### src/rtl/multicycle_ctrl_if.sv
// multicycle_ctrl_if
// Bundles the signals between the LEGv8 multicycle control unit and the datapath.
// The control unit is the master: it reads the fetched opcode and the data-memory
// completion flag, and it drives every datapath control input.
//   op          : IM_readData[31:21], valid while the controller is in FETCH
//   dm_ready    : data memory finished its access this cycle
//   reg2loc, AluSrc, memtoReg, AluControl : datapath mux and ALU selects
//   Branch, memRead, memWrite, regWrite   : datapath strobes
//   pc_en, instr_done : PC update enable and its identical retire pulse
//   exc         : sticky exception code (00 none, 01 illegal, 10 memory timeout)
//   state       : current controller state (FETCH=0 .. HALT=5)
interface multicycle_ctrl_if;
   logic [10:0] op;
   logic        dm_ready;
   logic        reg2loc;
   logic        AluSrc;
   logic        memtoReg;
   logic [3:0]  AluControl;
   logic        Branch;
   logic        memRead;
   logic        memWrite;
   logic        regWrite;
   logic        pc_en;
   logic        instr_done;
   logic [1:0]  exc;
   logic [2:0]  state;

   // Controller side
   modport master (
      input  op, dm_ready,
      output reg2loc, AluSrc, memtoReg, AluControl,
      output Branch, memRead, memWrite, regWrite,
      output pc_en, instr_done, exc, state
   );

   // Datapath side
   modport slave (
      output op, dm_ready,
      input  reg2loc, AluSrc, memtoReg, AluControl,
      input  Branch, memRead, memWrite, regWrite,
      input  pc_en, instr_done, exc, state
   );
endinterface

### src/rtl/multicycle_ctrl.sv
// multicycle_ctrl
// Multicycle control unit for the LEGv8 64-bit datapath. Each instruction walks
// FETCH -> DECODE -> EXEC -> (MEM) -> (WB); illegal opcodes and data-memory
// timeouts park the unit in HALT until reset.
//   TIMEOUT : MEM cycles allowed without dm_ready before a bus-error exception
//   clk     : single clock, rising edge
//   reset   : synchronous, active-low
//   bus     : multicycle_ctrl_if.master, opcode/dm_ready in, all controls out
module multicycle_ctrl #(
   parameter int TIMEOUT = 16
) (
   input  logic             clk,
   input  logic             reset,
   multicycle_ctrl_if.master bus
);

   localparam int CW = $clog2(TIMEOUT + 1);
   localparam logic [CW-1:0] LAST_WAIT = CW'(TIMEOUT - 1);

   typedef enum logic [2:0] {
      FETCH  = 3'd0,
      DECODE = 3'd1,
      EXEC   = 3'd2,
      MEM    = 3'd3,
      WB     = 3'd4,
      HALT   = 3'd5
   } state_t;

   typedef enum logic [2:0] {
      CL_ILL   = 3'd0,
      CL_LDUR  = 3'd1,
      CL_STUR  = 3'd2,
      CL_CBZ   = 3'd3,
      CL_RTYPE = 3'd4
   } class_t;

   // Maps an opcode onto its instruction class; CBZ ignores the low 3 opcode bits.
   function automatic class_t classify(input logic [10:0] o);
      class_t c;
      c = CL_ILL;
      if (o == 11'b11111000010)
         c = CL_LDUR;
      else if (o == 11'b11111000000)
         c = CL_STUR;
      else if (o[10:3] == 8'b10110100)
         c = CL_CBZ;
      else if ((o == 11'b10001011000) || (o == 11'b11001011000) ||
               (o == 11'b10001010000) || (o == 11'b10101010000))
         c = CL_RTYPE;
      return c;
   endfunction

   // Mux selects for an opcode, packed as {reg2loc, AluSrc, memtoReg, AluControl}.
   // Illegal opcodes yield all zeros.
   function automatic logic [6:0] decodeSels(input logic [10:0] o);
      logic [6:0] s;
      s = 7'b0;
      case (classify(o))
         CL_LDUR:  s = 7'b0_1_1_0010;
         CL_STUR:  s = 7'b1_1_0_0010;
         CL_CBZ:   s = 7'b1_0_0_0111;
         CL_RTYPE: begin
            if (o == 11'b10001011000)
               s = 7'b0_0_0_0010;
            else if (o == 11'b11001011000)
               s = 7'b0_0_0_0110;
            else if (o == 11'b10001010000)
               s = 7'b0_0_0_0000;
            else
               s = 7'b0_0_0_0001;
         end
         default:  s = 7'b0;
      endcase
      return s;
   endfunction

   state_t        r_state;
   logic [10:0]   r_opQ;
   logic [CW-1:0] r_waitCount;
   logic [1:0]    r_exc;
   logic [6:0]    r_sels;

   class_t        w_qClass;
   logic          w_memRead;
   logic          w_memWrite;
   logic          w_regWrite;
   logic          w_branch;
   logic          w_pcEn;

   assign w_qClass = classify(r_opQ);

   // Main state machine. The mux selects are registered here: loaded from the
   // opcode on the FETCH->DECODE edge (the same value that lands in r_opQ) and
   // cleared on every edge that returns to FETCH or enters HALT, so they stay
   // steady for the whole instruction.
   always_ff @(posedge clk) begin
      if (!reset) begin
         r_state     <= FETCH;
         r_opQ       <= 11'b0;
         r_waitCount <= '0;
         r_exc       <= 2'b00;
         r_sels      <= 7'b0;
      end else begin
         case (r_state)
            FETCH: begin
               r_opQ   <= bus.op;
               r_sels  <= decodeSels(bus.op);
               r_state <= DECODE;
            end
            DECODE: begin
               if (w_qClass == CL_ILL) begin
                  r_state <= HALT;
                  r_exc   <= 2'b01;
                  r_sels  <= 7'b0;
               end else begin
                  r_state <= EXEC;
               end
            end
            EXEC: begin
               if (w_qClass == CL_CBZ) begin
                  r_state <= FETCH;
                  r_sels  <= 7'b0;
               end else if ((w_qClass == CL_LDUR) || (w_qClass == CL_STUR)) begin
                  r_state     <= MEM;
                  r_waitCount <= '0;
               end else begin
                  r_state <= WB;
               end
            end
            MEM: begin
               // dm_ready takes priority over an expiring wait count.
               if (bus.dm_ready) begin
                  if (w_qClass == CL_LDUR) begin
                     r_state <= WB;
                  end else begin
                     r_state <= FETCH;
                     r_sels  <= 7'b0;
                  end
               end else if (r_waitCount == LAST_WAIT) begin
                  r_state <= HALT;
                  r_exc   <= 2'b10;
                  r_sels  <= 7'b0;
               end else begin
                  r_waitCount <= r_waitCount + CW'(1);
               end
            end
            WB: begin
               r_state <= FETCH;
               r_sels  <= 7'b0;
            end
            HALT: begin
               r_state <= HALT;
            end
            default: begin
               r_state <= FETCH;
               r_sels  <= 7'b0;
            end
         endcase
      end
   end

   // Strobes are decoded from state and the latched opcode. They are gated by
   // reset so nothing is written to memory, the register file or the PC in the
   // cycle before the state register clears.
   always_comb begin
      w_memRead  = 1'b0;
      w_memWrite = 1'b0;
      w_regWrite = 1'b0;
      w_branch   = 1'b0;
      w_pcEn     = 1'b0;
      if (reset) begin
         case (r_state)
            EXEC: begin
               w_branch = (w_qClass == CL_CBZ);
               w_pcEn   = (w_qClass == CL_CBZ);
            end
            MEM: begin
               w_memRead  = (w_qClass == CL_LDUR);
               w_memWrite = (w_qClass == CL_STUR);
               w_pcEn     = (w_qClass == CL_STUR) && bus.dm_ready;
            end
            WB: begin
               w_regWrite = 1'b1;
               w_pcEn     = 1'b1;
            end
            default: begin
               w_pcEn = 1'b0;
            end
         endcase
      end
   end

   assign bus.reg2loc    = r_sels[6];
   assign bus.AluSrc     = r_sels[5];
   assign bus.memtoReg   = r_sels[4];
   assign bus.AluControl = r_sels[3:0];
   assign bus.memRead    = w_memRead;
   assign bus.memWrite   = w_memWrite;
   assign bus.regWrite   = w_regWrite;
   assign bus.Branch     = w_branch;
   assign bus.pc_en      = w_pcEn;
   assign bus.instr_done = w_pcEn;
   assign bus.exc        = r_exc;
   assign bus.state      = r_state;

endmodule
### src/flat_wrapper.sv
// flat-port wrapper written by rule: the top's interface ports become plain ports
module multicycle_ctrl_flat 
#(
   parameter int TIMEOUT = 16
)
  (clk, reset, bus_op, bus_dm_ready, bus_reg2loc, bus_AluSrc, bus_memtoReg, bus_AluControl, bus_Branch, bus_memRead, bus_memWrite, bus_regWrite, bus_pc_en, bus_instr_done, bus_exc, bus_state);
  multicycle_ctrl_if bus_i ();
  input  logic clk;
  input  logic reset;
  input wire logic [$bits(bus_i.op)-1:0] bus_op;
  input wire logic [$bits(bus_i.dm_ready)-1:0] bus_dm_ready;
  output wire logic [$bits(bus_i.reg2loc)-1:0] bus_reg2loc;
  output wire logic [$bits(bus_i.AluSrc)-1:0] bus_AluSrc;
  output wire logic [$bits(bus_i.memtoReg)-1:0] bus_memtoReg;
  output wire logic [$bits(bus_i.AluControl)-1:0] bus_AluControl;
  output wire logic [$bits(bus_i.Branch)-1:0] bus_Branch;
  output wire logic [$bits(bus_i.memRead)-1:0] bus_memRead;
  output wire logic [$bits(bus_i.memWrite)-1:0] bus_memWrite;
  output wire logic [$bits(bus_i.regWrite)-1:0] bus_regWrite;
  output wire logic [$bits(bus_i.pc_en)-1:0] bus_pc_en;
  output wire logic [$bits(bus_i.instr_done)-1:0] bus_instr_done;
  output wire logic [$bits(bus_i.exc)-1:0] bus_exc;
  output wire logic [$bits(bus_i.state)-1:0] bus_state;
  assign bus_i.op = bus_op;
  assign bus_i.dm_ready = bus_dm_ready;
  assign bus_reg2loc = bus_i.reg2loc;
  assign bus_AluSrc = bus_i.AluSrc;
  assign bus_memtoReg = bus_i.memtoReg;
  assign bus_AluControl = bus_i.AluControl;
  assign bus_Branch = bus_i.Branch;
  assign bus_memRead = bus_i.memRead;
  assign bus_memWrite = bus_i.memWrite;
  assign bus_regWrite = bus_i.regWrite;
  assign bus_pc_en = bus_i.pc_en;
  assign bus_instr_done = bus_i.instr_done;
  assign bus_exc = bus_i.exc;
  assign bus_state = bus_i.state;
  multicycle_ctrl #(.TIMEOUT(TIMEOUT)) u_core (.clk(clk), .reset(reset), .bus(bus_i));
endmodule
### config.mk
export PLATFORM = sky130hd
export DESIGN_NAME = multicycle_ctrl_flat
export DESIGN_NICKNAME = d
export VERILOG_FILES = /design/src/rtl/multicycle_ctrl_if.sv /design/src/rtl/multicycle_ctrl.sv /design/src/flat_wrapper.sv
export SDC_FILE = /design/constraint.sdc
export NUM_CORES = 1
export LEC_CHECK = 0
export CORE_MARGIN = 2
export CORE_UTILIZATION = 50
export CTS_CLUSTER_DIAMETER = 30
export DETAILED_ROUTE_END_ITERATION = 7
export PLACE_DENSITY = 0.85
export SYNTH_ARGS = -nofsm -noshare
export SYNTH_HDL_FRONTEND = slang
export SYNTH_SLANG_ARGS = --single-unit
### constraint.sdc
create_clock -name clk -period 3.29 [get_ports clk]
set_input_delay 0.658 -clock clk [delete_from_list [all_inputs] [get_ports clk]]
set_output_delay 0.658 -clock clk [all_outputs]
set_load 0.01 [all_outputs]
## Word-level counts from Yosys, hierarchy flattened

Cells that the tools add are included.

- Flip-flop bits (word level): 28
- Bits of input ports: 14
- Output and inout port bits: 18

- Add/subtract/negate cells: 1
- Equality and inequality tests: 36
- Muxes and demuxes: 46
- Bitwise gates (word level): 1
- Reduce and logical (&&, ||, !) cells: 15

Operator list:

| cell | number |
|---|---|
| $eq 11x11->1 const B | 12 |
| $mux 7 | 7 |
| $mux 3 | 16 |
| $pmux 7 s5 | 1 |
| $pmux 7 s4 | 1 |
| $mux 5 | 4 |
| $eq 3x2->1 const B | 6 |
| $eq 8x8->1 const B | 2 |
| $pmux 3 s5 | 1 |
| $mux 1 | 10 |
| $pmux 5 s2 | 1 |
| $reduce_and 5->1 | 2 |
| $eq 3x1->1 const B | 3 |
| $eq 3x3->1 const B | 3 |
| $ne 2x1->1 const B | 4 |
| $logic_or 1x1->1 | 7 |
| $logic_not 3->1 | 2 |
| $mux 2 | 3 |
| $ne 2x2->1 const B | 3 |
| $add 5x1->5 const B | 1 |
| $eq 5x4->1 const B | 1 |
| $pmux 2 s2 | 1 |
| $reduce_and 4->1 | 1 |
| $reduce_bool 2->1 | 2 |
| other kinds (5) | 5 |

## Longest topological paths before layout

- Depth after elaboration: 13
- Depth in mapped cells: 7

## Worst setup path after synthesis

No wires, ideal clock.

- Path type: reg-to-output
- From: register u_core.r_opQ[4]
- To: output port bus_pc_en
- Arrival time: 1.790 ns
- Slack: 0.842 ns
- Cell stages (with the launch flop): 7
- Path buffers: 1
- Path through: dfxtp_1 nand4b_1 nor2_1 nand2_1 nor4_1 a32o_1 buf_4

- Word-level cells in the longest chain between the ends: 12

Ends and longest elaborated chain:

| item | line | source |
|---|---|---|
| from (decl) | multicycle_ctrl.sv:78 | `logic [10:0] r_opQ;` |
| from (signal assigned) | multicycle_ctrl.sv:106 | `r_opQ <= bus.op;` |
| $eq 11x11->1 | multicycle_ctrl.sv:47 | `else if ((o == 11'b10001011000) \|\| (o == 11'b11001011000) \|\|` |
| $logic_or 1x1->1 (2 in a row) | multicycle_ctrl.sv:47 |  |
| $logic_or 1x1->1 | multicycle_ctrl.sv:48 | `(o == 11'b10001010000) \|\| (o == 11'b10101010000))` |
| $mux 3 | multicycle_ctrl.sv:47 |  |
| $mux 3 | multicycle_ctrl.sv:45 | `else if (o[10:3] == 8'b10110100)` |
| $mux 3 | multicycle_ctrl.sv:43 | `else if (o == 11'b11111000000)` |
| $mux 3 (*) | multicycle_ctrl.sv:41 | `if (o == 11'b11111000010)` |
| $eq 3x2->1 | multicycle_ctrl.sv:180 | `w_pcEn = (w_qClass == CL_STUR) && bus.dm_ready;` |
| $logic_and 1x1->1 | multicycle_ctrl.sv:180 |  |
| $pmux 1 s3 (*) | multicycle_ctrl.sv:172 | `case (r_state)` |
| $mux 1 (*) | multicycle_ctrl.sv:171 | `if (reset) begin` |
| to (decl) | flat_wrapper.sv:20 | `output wire logic [$bits(bus_i.pc_en)-1:0] bus_pc_en;` |

Mark *: on every way between the ends. The rest lies on a longest branch, timed or not.

## Worst setup path after layout

- From: register u_core.r_opQ[4]
- To: output port bus_instr_done

- Word-level cells in the longest chain between the ends: 12

Ends and longest elaborated chain:

| item | line | source |
|---|---|---|
| $eq 11x11->1 | multicycle_ctrl.sv:47 |  |
| $logic_or 1x1->1 (2 in a row) | multicycle_ctrl.sv:47 |  |
| $logic_or 1x1->1 | multicycle_ctrl.sv:48 |  |
| $mux 3 | multicycle_ctrl.sv:47 |  |
| $mux 3 | multicycle_ctrl.sv:45 |  |
| $mux 3 | multicycle_ctrl.sv:43 |  |
| $mux 3 (*) | multicycle_ctrl.sv:41 |  |
| $eq 3x2->1 | multicycle_ctrl.sv:180 |  |
| $logic_and 1x1->1 | multicycle_ctrl.sv:180 |  |
| $pmux 1 s3 (*) | multicycle_ctrl.sv:172 |  |
| $mux 1 (*) | multicycle_ctrl.sv:171 |  |
| to (decl) | flat_wrapper.sv:21 | `output wire logic [$bits(bus_i.instr_done)-1:0] bus_instr_done;` |

Marked as above.

==> parameters.txt <==
Parameter                              Value

STA
  Hold violation total from the final report ... 0
  Post-route clock period utilization ... 94.6%
  Slew @ Worst Pin ... 0.543 ns
  Final critical-path required period ... 3.11 ns
  Setup repair after global routing missed its margin ... no
  Max-slew violation count ... 0
  Peak Freq ... 321 MHz
  Largest clock skew in the final design ... 0.0109 ns
  Rel. slew slack ... 63.7%
  Final number of setup-violating endpoints ... 0
  Post-Route Hold Slack ... 0.466 ns
  TNS Setup ... 0 ns

Pwr
  Combinational cell fraction of total power ... 19.9%
  Internal power consumption ... 0.452 mW
  Leakage Power ... 0.615 nW
  Power density of the placed cells ... 350 nW/um^2
  Switching Share ... 28.4%
  IR drop worst, VDD ... 0.249 mV
  Share of total power in sequential cells ... 58.4%
  Clk pwr share ... 21.8%
  Final Total Pwr ... 0.631 mW
  Power spent charging and discharging nets ... 0.180 mW

Detailed routing
  Routed Antenna Nets ... 0
  Overall routed net length ... 3390 um
  Via Count ... 1384
  1st-pass router iterations ... 4
  Via density ... 5.82
  Post-route DRC violation count ... 0
  Post-DR wirelength/cell ... 14.3 um
  Initial DRC count ... 52

Global route
  Total gr overflow ... 0
  Most used routing layer ... met2
  Via count of the first global-routing pass ... 1317
  Met2 track utilization from global routing ... 37.8%
  Met1 routing resource usage after global routing ... 28.2%
  Met3 GRT Util ... 2.23%
  Antenna violations before repair ... 0
  Largest net degree at the start of global routing ... 29
  Global-route usage over all layers ... 21.8%
  Wire length of the first global-routing pass ... 5850 um

Die
  I/O Pins ... 32
  Full die area ... 3370 sq um
  Core Rows ... 19
  Die width ... 58.1 um
  Vertical die dimension ... 58.1 um
  CORE AREA ... 2760 sq um
  Initial Utilization ... 53.0%

Synthesis
  Flip-flop and latch count after synthesis ... 27
  Unique masters post-synth ... 51
  Synthesized netlist cell count ... 181
  Library cell with the highest instance count after synthesis ... sky130_fd_sc_hd__nand2_1
  Syn Nets ... 197
  Proportion of netlist area held by the largest area contributor ... 37.0%
  Share of synthesized flip-flops with an asynchronous set or reset ... 0%
  Warnings, synthesis ... 0
  Part of the Yosys area used for sequential elements ... 37.0%
  Post-Synthesis Mean Instance Area ... 8.08 sq um
  Top cells by instance count after synthesis ... sky130_fd_sc_hd__nand2_1, sky130_fd_sc_hd__dfxtp_1, sky130_fd_sc_hd__a21boi_0
  Mapped Area ... 1460 sq um
  EDFF count, synth ... 0
  Leading area contributor after synthesis ... sky130_fd_sc_hd__dfxtp_1
  Cell types occupying the most area after synthesis ... sky130_fd_sc_hd__dfxtp_1, sky130_fd_sc_hd__nand2_1, sky130_fd_sc_hd__a21boi_0, sky130_fd_sc_hd__nor2_1, sky130_fd_sc_hd__o22ai_1
  Top_reg_cell synth ... sky130_fd_sc_hd__dfxtp_1

Clocking
  Clock Tree Root ... sky130_fd_sc_hd__clkbuf_4
  Total clock sinks ... 27
  Worst-skew pair later-pin latency ... 0.31 ns
  Number of buffers inserted during clock tree synthesis ... 3
  Clock-pin transition on the worst setup and hold timing paths ... 0.14 ns
  CTS Hold Bufs ... 0
  Clock tree from TritonCTS ... done
  Buffers from clock root to sink, at most ... 2
  H-tree lvl count ... 1

Place
  Number of input and output port buffers inserted ... 30
  Post-DP HPWL ... 2590 um
  Final GP Congestion ... 0.845

Critical path
  Top fanout value on the critical path ... 5
  CP Capture Type ... output port
  Data required time of the worst path ... 2.63 ns
  Path depth of the worst reg2reg path ... 7
  Critical path data arrival time ... 2.46 ns
  Startpoint-to-endpoint class of the critical path ... reg -> out
  Capture point of the critical path ... bus_instr_done
  Critical register-to-register path startpoint ... u_core.r_waitCount[0]$_SDFFE_PN0P_
  Worst-case register-to-register setup slack ... 1.36 ns
  Beginning of the critical path ... u_core.r_opQ[4]$_SDFFE_PN0P_
  Reg-to-Reg End ... u_core.r_waitCount[3]$_SDFFE_PN0P_
  CP startpoint kind ... flip-flop

Cells and area
  Layout cell share with drive strength beyond 1 ... 6.76%
  Growth of design area from synthesis to finish ... 23.4%
  Layout net count ... 224
  Number of fillers in the final layout ... 241
  # diodes ... 0

Hold path
  HP Class ... reg -> reg

Run
  Max-cap violation count ... 0

Outcome
  Result of the run ... finished clean
flip-flops by register name (all words and copies together), names as in the netlist:
| name | count |
|---|---|
| u_core.r_opQ | 11 |
| u_core.bus.state | 3 |
| u_core.r_sels | 6 |
| u_core.bus.exc | 2 |
| u_core.r_waitCount | 5 |
timing repair:
action	CTS	global route
resized for setup	0	1
setup buffers	0	0
setup endpoints to repair	0	2
layout by cell type (no fill, tap or decap), drive strengths merged, types with 2 or more instances in the layout:
cell type and instances:
nand2 43, clkdlybuf4s50 30, dfxtp 27, a21boi 15, nor2 10, inv 5
nor3 5, o22ai 5, a21oi 5, nand2b 4, clkbuf 4, nand3 3
o21ai 3, nor4 3, or4b 3, or3 2, mux2i 2, nor4bb 2
nor2b 2, nand4 2, xor2 2, ha 2, buf 2, nor3b 2
worst min-delay path by stage:
| stage | start | to | slack [ns] | depth (start not counted) |
|---|---|---|---|---|
| detailed placement | u_core.r_sels[4]$_SDFFE_PN0P_ | u_core.r_sels[4]$_SDFFE_PN0P_ | 0.45 | 2 |
| global route | u_core.r_sels[6]$_SDFFE_PN0P_ | u_core.r_sels[6]$_SDFFE_PN0P_ | 0.50 | 2 |
| finish | u_core.r_sels[4]$_SDFFE_PN0P_ | u_core.r_sels[4]$_SDFFE_PN0P_ | 0.47 | 2 |
| floorplan | u_core.r_opQ[4]$_SDFFE_PN0P_ | u_core.r_opQ[4]$_SDFFE_PN0P_ | 0.45 | 2 |
| CTS | u_core.r_sels[4]$_SDFFE_PN0P_ | u_core.r_sels[4]$_SDFFE_PN0P_ | 0.47 | 2 |
| global placement | u_core.r_sels[4]$_SDFFE_PN0P_ | u_core.r_sels[4]$_SDFFE_PN0P_ | 0.45 | 2 |
routing by layer:
| metal | routed length (um) | vias to the layer above |
|---|---|---|
| met5 | 0 | - |
| met4 | 59 | 0 |
| met3 | 163 | 6 |
| met2 | 1680 | 42 |
| met1 | 1490 | 640 |
| li1 | - | 696 |
stage by stage:
| stage | setup WS, ns | cell area [sq um] | utilization [%] | std cells |
|---|---|---|---|---|
| after floorplan | 0.842 | 1460 | - | 181 |
| after global placement | 0.374 | 1770 | 64.2 | 234 |
| after detailed placement | 0.314 | 1770 | 64.2 | 234 |
| after CTS | 0.134 | 1800 | 65.2 | 238 |
| after global routing | 0.000196 | 1800 | 65.4 | 238 |
| final | 0.177 | 1800 | 65.4 | 238 |
power by group through the flow:
stage / Combinational [mW] / Clock (mW) / Sequential (mW)
floorplan: 0.0812 / 0 / 0.366
global placement: 0.121 / 0 / 0.373
detailed placement: 0.124 / 0 / 0.376
CTS: 0.125 / 0.141 / 0.369
global route: 0.140 / 0.152 / 0.373
finish: 0.125 / 0.137 / 0.369
kinds of logic (layout without fill, tap and decap cells):
family / Yosys count / in the layout / share of synthesized area [%]
flops: 27 / 27 / 37.0
other cells: 1 / 1 / 0.256
compound gates: 41 / 41 / 21.0
simple gates: 90 / 90 / 32.6
xor+xnor: 3 / 3 / 1.80
mux: 2 / 2 / 1.37
fa+ha+maj: 2 / 2 / 1.71
buf+inv: 15 / 41 / 4.36
cell type report:
type / count / area (sq um) / share of cell area (%)
multi-input combinational: 139 / 865 / 47.9
clock buffer: 4 / 26.3 / 1.46
sequential: 27 / 541 / 30.0
tap: 31 / 38.8 / 2.15
inverter: 5 / 18.8 / 1.04
timing repair buffer: 32 / 315 / 17.5
worst max-delay path: stages (launching register included):
cell and delay (ns):
sky130_fd_sc_hd__dfxtp_1 0.35, sky130_fd_sc_hd__nand4b_1 0.23, sky130_fd_sc_hd__nor2_1 0.28, sky130_fd_sc_hd__nand2_1 0.22, sky130_fd_sc_hd__nor4_2 0.34, sky130_fd_sc_hd__a32o_1 0.19
sky130_fd_sc_hd__clkdlybuf4s50_1 0.54
(Power assumes the default switching activity.)
